**src/rtl/dcache_mem_arb.sv**
```systemverilog
// dcache_mem_arb
//   Two-requester arbiter in front of a single-port synchronous SRAM.
//   Requests are granted in the same cycle they are presented (no wait
//   states). Ties alternate against the last winner. A winner may lock
//   the port across several transfers. Read data comes back one cycle
//   after acceptance, tagged by requester.
//
// Ports
//   clk_i, rst_i                 clock, synchronous active-high reset
//   rN_valid_i / rN_ready_o      request handshake, requester N = 0, 1
//   rN_we_i, rN_addr_i,
//   rN_wdata_i, rN_lock_i        request payload; lock keeps the grant
//   rvalid_o[1:0], rdata_o       read response (bit N = requester N)
//   mem_ceb_o, mem_ren_o,
//   mem_wen_o, mem_addr_o,
//   mem_wdata_o                  SRAM strobes, address and write data
//   mem_rdata_i                  SRAM read data, one cycle after strobe
module dcache_mem_arb #(
    parameter int DEPTH  = 256,
    parameter int DATA_W = 32,
    localparam int AW    = $clog2(DEPTH)
) (
    input  logic              clk_i,
    input  logic              rst_i,
    input  logic              r0_valid_i,
    output logic              r0_ready_o,
    input  logic              r0_we_i,
    input  logic [AW-1:0]     r0_addr_i,
    input  logic [DATA_W-1:0] r0_wdata_i,
    input  logic              r0_lock_i,
    input  logic              r1_valid_i,
    output logic              r1_ready_o,
    input  logic              r1_we_i,
    input  logic [AW-1:0]     r1_addr_i,
    input  logic [DATA_W-1:0] r1_wdata_i,
    input  logic              r1_lock_i,
    output logic [1:0]        rvalid_o,
    output logic [DATA_W-1:0] rdata_o,
    output logic              mem_ceb_o,
    output logic              mem_ren_o,
    output logic              mem_wen_o,
    output logic [AW-1:0]     mem_addr_o,
    output logic [DATA_W-1:0] mem_wdata_o,
    input  logic [DATA_W-1:0] mem_rdata_i
);

    typedef struct packed {
        logic              valid;
        logic              we;
        logic [AW-1:0]     addr;
        logic [DATA_W-1:0] wdata;
        logic              lock;
    } req_t;

    req_t [1:0] req;
    req_t       win_req;

    logic       last_grant_q;   // index of the previous winner
    logic       lock_q;
    logic       lock_owner_q;
    logic [1:0] rvld_q;         // one-hot tag of the read accepted last cycle

    logic [1:0] cand;
    logic [1:0] gnt;
    logic       win;
    logic       xfer;

    assign req[0].valid = r0_valid_i;
    assign req[0].we    = r0_we_i;
    assign req[0].addr  = r0_addr_i;
    assign req[0].wdata = r0_wdata_i;
    assign req[0].lock  = r0_lock_i;
    assign req[1].valid = r1_valid_i;
    assign req[1].we    = r1_we_i;
    assign req[1].addr  = r1_addr_i;
    assign req[1].wdata = r1_wdata_i;
    assign req[1].lock  = r1_lock_i;

    // Eligibility: while locked only the owner may compete, even when idle.
    // Reset masks everything so no strobe escapes during the reset cycle.
    always_comb begin
        cand = 2'b00;
        for (int i = 0; i < 2; i++) begin
            cand[i] = req[i].valid && !rst_i &&
                      (!lock_q || (lock_owner_q == 1'(i)));
        end
        gnt = 2'b00;
        unique case (cand)
            2'b01:   gnt = 2'b01;
            2'b10:   gnt = 2'b10;
            2'b11:   gnt = last_grant_q ? 2'b01 : 2'b10;
            default: gnt = 2'b00;
        endcase
    end

    assign win     = gnt[1];
    assign xfer    = |gnt;
    assign win_req = req[win];

    assign r0_ready_o  = gnt[0];
    assign r1_ready_o  = gnt[1];
    assign mem_ceb_o   = xfer;
    assign mem_wen_o   = xfer &&  win_req.we;
    assign mem_ren_o   = xfer && !win_req.we;
    assign mem_addr_o  = xfer ? win_req.addr  : '0;
    assign mem_wdata_o = xfer ? win_req.wdata : '0;

    // last_grant resets to 1 so the first tie goes to requester 0.
    // While locked only the owner transfers, so copying the winner's lock
    // bit both sets and releases the lock.
    always_ff @(posedge clk_i) begin
        if (rst_i) begin
            last_grant_q <= 1'b1;
            lock_q       <= 1'b0;
            lock_owner_q <= 1'b0;
            rvld_q       <= 2'b00;
        end else begin
            if (xfer) begin
                last_grant_q <= win;
                lock_q       <= win_req.lock;
                lock_owner_q <= win;
            end
            rvld_q <= (xfer && !win_req.we) ? gnt : 2'b00;
        end
    end

    // Gating with rst_i drops a response that would land in the first
    // reset cycle, before the register itself has been cleared.
    assign rvalid_o = rst_i ? 2'b00 : rvld_q;
    assign rdata_o  = (|rvalid_o) ? mem_rdata_i : '0;

endmodule

```
**config.mk**
```make
export PLATFORM = sky130hd
export DESIGN_NAME = dcache_mem_arb
export DESIGN_NICKNAME = d
export VERILOG_FILES = /design/src/rtl/dcache_mem_arb.sv
export SDC_FILE = /design/constraint.sdc
export NUM_CORES = 1
export LEC_CHECK = 0
export ABC_CLOCK_PERIOD_IN_PS = 1750
export CORE_MARGIN = 1.5
export CORE_UTILIZATION = 24
export DETAILED_ROUTE_END_ITERATION = 8
export PLACE_DENSITY = 0.82
export SYNTH_ARGS = -nofsm -noshare
export SYNTH_HDL_FRONTEND = slang
export SYNTH_SLANG_ARGS = --single-unit
```
**constraint.sdc**
```tcl
create_clock -name clk_i -period 1.75 [get_ports clk_i]
set_input_delay 0.35 -clock clk_i [delete_from_list [all_inputs] [get_ports clk_i]]
set_output_delay 0.35 -clock clk_i [all_outputs]
set_load 0.005 [all_outputs]
```
[Yosys cells after proc, flatten, opt, wreduce, memory -nomap -nowiden]
Index checks and enable logic that the tools add are counted.
Widths: inputs -> output; s select.
Word-level totals
  word-level logic and storage cells: 32
  flip-flop bits (word level): 5
  input bits: 120
  output and inout port bits: 79
Operators by class
  reduce and logical (&&, ||, !) cells: 14
  bitwise operators: 2
  mux-type cells: 8
  equality and inequality tests: 3
  $lt $le $gt $ge: 1
Operator list (number)
  $mux 42: 2
  $mux 32: 2
  $mux 8: 1
  $logic_and 1x1->1: 6
  $pmux 2 s3: 1
  $reduce_or 2->1: 3
  $eq 2x2->1 const B: 2
  $mux 2: 2
  $logic_not 1->1: 3
  $eq 2x1->1 const B: 1
  $logic_or 1x1->1: 2
  $lt 1x2->1 const B: 1
  $not 1->1: 2

[Depth between registers and ports, before layout]
  depth after elaboration: 11
  gate-level depth with buffers: 6
  depth with buffers taken out: 3

[Least setup slack after synthesis]
No wires, ideal clock.
  path kind: input-to-output
  start point: input port r0_valid_i
  end point: output port mem_wdata_o[23]
  path slack: 0.045 ns
  arrival: 1.355 ns
  required time: 1.400 ns
  cell stages on the path: 6
  path through: buf_2 and3b_1 buf_6 nor3_4 buf_6 o31ai_1
Between the ends
  cells in the longest elaborated chain, start to end: 7
  elaborated cells on any way between the ends: 10
  classes of those cells: eq/ne: 3; mux: 4; reduce/logical: 3
RTL lines
  start, declared: line 25  | input logic r0_valid_i,
  $logic_and 1x1->1 (*) (2 in a row): line 84  | cand[i] = req[i].valid && !rst_i &&
  $eq 2x2->1 / $eq 2x1->1 (equally long branches): line 88  | unique case (cand)
  $pmux 2 s3 (*): line 88
  net r1_ready_o: line 32  | output logic r1_ready_o,
  $mux 42 (implied by the code) (2 in a row): line 98  | assign win_req = req[win];
  $mux 32 (*): line 106  | assign mem_wdata_o = xfer ? win_req.wdata : '0;
  end, declared: line 43  | output logic [DATA_W-1:0] mem_wdata_o,
The timed path passes the listed nets; every way through them passes the cells marked *. The select of a mux whose other input is x is not followed.

[Final worst setup path]
  start point: register lock_q
  end point: output port mem_wen_o
Between the ends
  cells in the longest elaborated chain, start to end: 8
  elaborated cells on any way between the ends: 13
  classes of those cells: eq/ne: 3; mux: 3; reduce/logical: 7
RTL lines
  start, declared: line 59  | logic lock_q;
  start signal, assigned: line 120  | lock_q <= win_req.lock;
  $logic_not 1->1 (*): line 85  | (!lock_q || (lock_owner_q == 1'(i)));
  $logic_or 1x1->1: line 85
  $logic_and 1x1->1: line 84
  $eq 2x2->1 / $eq 2x1->1 (equally long branches): line 88
  $pmux 2 s3 (*): line 88
  $mux 42 (implied by the code) (2 in a row): line 98
  $logic_and 1x1->1 (*): line 103  | assign mem_wen_o = xfer && win_req.we;
  end, declared: line 41  | output logic mem_wen_o,
Every way passes the cells marked *; elsewhere a longest branch is shown, timed or not. The select of a mux whose other input is x is not followed.

==> summary.md <==
| Metric | Value |
|---|---|
| Grt ovf | 0 |
| Initial antenna violation count | 0 |
| Die area | between 6000 and 7000 sq um |
| Clock transition at path regs | 0.04 ns |
| Row cnt | 27 |
| Design Power | 1610 uW |
| Hold-fix buffers at CTS | 0 |
| GRT Resource Usage Total | 0.328 |
| Sequential area share after synthesis | 0.0731 |
| Hold Path Sink | rvld_q[0] |
| H-tree levels | 1 |
| Peak VDD IR | between 200 and 250 uV |
| Clk Latency, worst-skew pair | about 0.23 ns |
| CP required | 1.40 ns |
| Arrival @ worst endpoint | about 1.8 ns |
| Clock Sinks | 5 |
| Pleak | 0.00216 uW |
| Worst flop-to-flop path endpoint | lock_q |
| Drt drc | 0 |
| Initial DRC count | 182 |
| Number of global-route vias before repair | between 2,000 and 3,000 |
| Failing checks | setup timing |
| Final Routed Wirelength | roughly 12,000 um |
| Routed WL per cell | between 20 and 25 um |
| Largest net degree at the start of global routing | 22 |
| Setup ws final | -0.372 ns |
| Slew margin rel. | 0.746 |
| Synth Net Count | 337 |
| Layout area overhead | 234% |
| Distinct cells, synth | 28 |
| Avg Inst Size Synth | approximately 6.3 sq um |
| Final HPWL DP | 5650 um |
| Post-Synthesis Cell Area | about 1400 sq um |
| Die X | 78.5 um |
| Max cap viols | 0 |
| Min-Delay Path Class | in2reg |
| Worst-Margin Slew | roughly 0.38 ns |
| CTS buffer count | 3 |
| Hold_sp | r1_valid_i |
| Kind of start point of the critical path | flip-flop |
| Hold depth | 2 |
| Register bit total from synthesis | 5 |
| Final nets | 595 |
| Setup Skew | between 0.0009 and 0.001 ns |
| YS warnings | 0 |
| CTS max path bufs | 2 |
| Critical R2R Launch | lock_q |
| Chip Height | ~79 um |
| Placer Congestion | 0.845 |
| Diode count | 0 |
| Status | finished, violations left |
| Initial core utilization | 0.249 |
| Total iterations of the first detailed-routing run | 5 |
| R2R cell count | 6 |
| Final critical-path share of the clock period | 1.21 |
| Final setup viols | 49 |
| Overall via count from detail_route | between 3,000 and 4,000 |
| Power density cells | roughly 350 nW/um^2 |
| Final Hold Viols | 0 |
| RSZ-0062 raised after global routing | yes |
| Global-route wire length before repair | ~16,000 um |
| I/O pin cnt | 199 |
| Port Buffers | slightly below 200 |
| Kind of critical path | reg2out |
| Core ar. | ~5500 sq um |
| Crit path time final | around 2.1 ns |
| Worst R2R Setup Slack | around 0.04 ns |
| Crit end category | output pin |
| Crit Path Max Fanout | 6 |
| CTS tree | done |
| Place WS | -0.859 ns |
| Post-Syn Instances | roughly 220 |
| Via density | between 5 and 6 |
| Filler cells | around 310 |
| Layout cells sized above 1 | 0.458 |
| CTS Root Cell | clkbuf_8 |
| F_max | 471 MHz |
| Final Slew Violations | 0 |
| Post-route ant nets | 0 |
-- worst max path at each step --
stage,start,endpoint,slack [ns],depth (start not counted)
global placement,r0_valid_i,mem_wdata_o[15],-0.84,6
floorplan,r0_valid_i,mem_wdata_o[23],0.04,6
finish,lock_q,mem_wen_o,-0.37,8
global route,lock_q,mem_wen_o,-0.46,8
detailed placement,r0_valid_i,mem_wdata_o[15],-0.86,6
CTS,lock_q,mem_wdata_o[15],-0.32,8
-- synthesized netlist by cell type --
cell | number | area share
nand4_1 | 42 | 0.19
a21oi_1 | 1 | 0.0037
a31oi_1 | 1 | 0.0046
a211oi_1 | 2 | 0.011
and3_1 | 1 | 0.0046
nor2_1 | 4 | 0.011
a21boi_0 | 1 | 0.0055
dfxtp_1 | 5 | 0.073
nor2b_1 | 4 | 0.018
a31o_4 | 1 | 0.013
inv_1 | 41 | 0.11
and3b_1 | 1 | 0.0064
nand3b_1 | 1 | 0.0055
and2b_1 | 1 | 0.0055
mux2i_1 | 1 | 0.0073
o22ai_1 | 1 | 0.0046
o21ai_0 | 1 | 0.0037
or2b_1 | 1 | 0.0055
and2_1 | 32 | 0.15
nand3_1 | 1 | 0.0037
clkbuf_1 | 20 | 0.055
nand2b_1 | 1 | 0.0046
nor3_4 | 1 | 0.012
nor4_1 | 1 | 0.0046
buf_6 | 5 | 0.041
o31ai_1 | 43 | 0.24
nand2_1 | 1 | 0.0027
buf_2 | 2 | 0.0073
-- power by group --
group / internal (uW) / total [uW] / leakage (uW) / switching, uW
Clock: 158 / 234 / 0.0000228 / 75.5
Combinational: 732 / 1240 / 0.00209 / 511
Sequential: 124 / 135 / 0.0000436 / 11.4
-- per-stage QoR --
step	std cells	instance area [sq um]	hold WS, ns	TNS, ns	util
floorplan	217	1370	0.423	0	-
global placement	491	3560	0.640	-52.71	0.647
detailed placement	491	3560	0.660	-52.83	0.647
CTS	538	4210	0.449	-10.76	0.764
global route	546	4570	0.484	-14.46	0.830
finish	546	4570	0.486	-12.79	0.830
-- registers in the layout, summed over array words and instances, names as in the netlist --
signal,cells
rvld_q,2
last_grant_q,1
lock_owner_q,1
lock_q,1
-- per-layer routing --
| layer | up-vias | wire, um | share of wire | track usage |
|---|---|---|---|---|
| met2 | 233 | 5970 | 0.51 | 0.600 |
| met3 | 56 | 1160 | 0.10 | 0.0721 |
| met5 | - | 0 | 0 | 0 |
| li1 | 1303 | - | - | - |
| met4 | 0 | 625 | 0.054 | 0.182 |
| met1 | 1474 | 3890 | 0.33 | 0.343 |
-- cell families (layout without fill, tap and decap cells) --
kind of cell	count (synthesis)	count (layout)	share of synthesized area
simple gates	92	92	0.422
mux	1	1	0.00731
buf+inv	68	325	0.216
compound gates	51	51	0.282
flops	5	5	0.0731
-- worst max-delay path, stage by stage (launching register included) --
cell and delay, ns:
dfxtp_4 0.35, buf_6 0.12, buf_6 0.09, nand3b_1 0.12, buf_6 0.16, buf_6 0.11, nand4_1 0.19, a21boi_1 0.25
buf_2 0.15
-- cell usage in the layout, fill, tap and decap left out, drive strengths merged, types with 2 or more instances in the layout --
master / instances
inv: 41
and2: 32
buf: 128
dlygate4sd2: 7
dfxtp: 5
nor2: 4
a211oi: 2
nand4: 42
clkdlybuf4s15: 6
nor2b: 4
o31ai: 43
clkbuf: 26
clkdlybuf4s50: 116
-- area by class of cell --
cell class	count	area (sq um)	share of cell area
Tap cell	72	90.1	0.0197
Multi-Input combinational cell	144	1400	0.306
Inverter	41	154	0.0337
Clock buffer	4	45.0	0.00986
Timing Repair Buffer	280	2770	0.606
Sequential cell	5	113	0.0247
-- what timing repair did --
action	CTS	global route
pin swaps	20	30
resized for setup	332	100
setup endpoints to repair	79	74
buffers inserted	30	7
gates cloned	14	4
No activity file was read; power rests on OpenSTA's default activity.
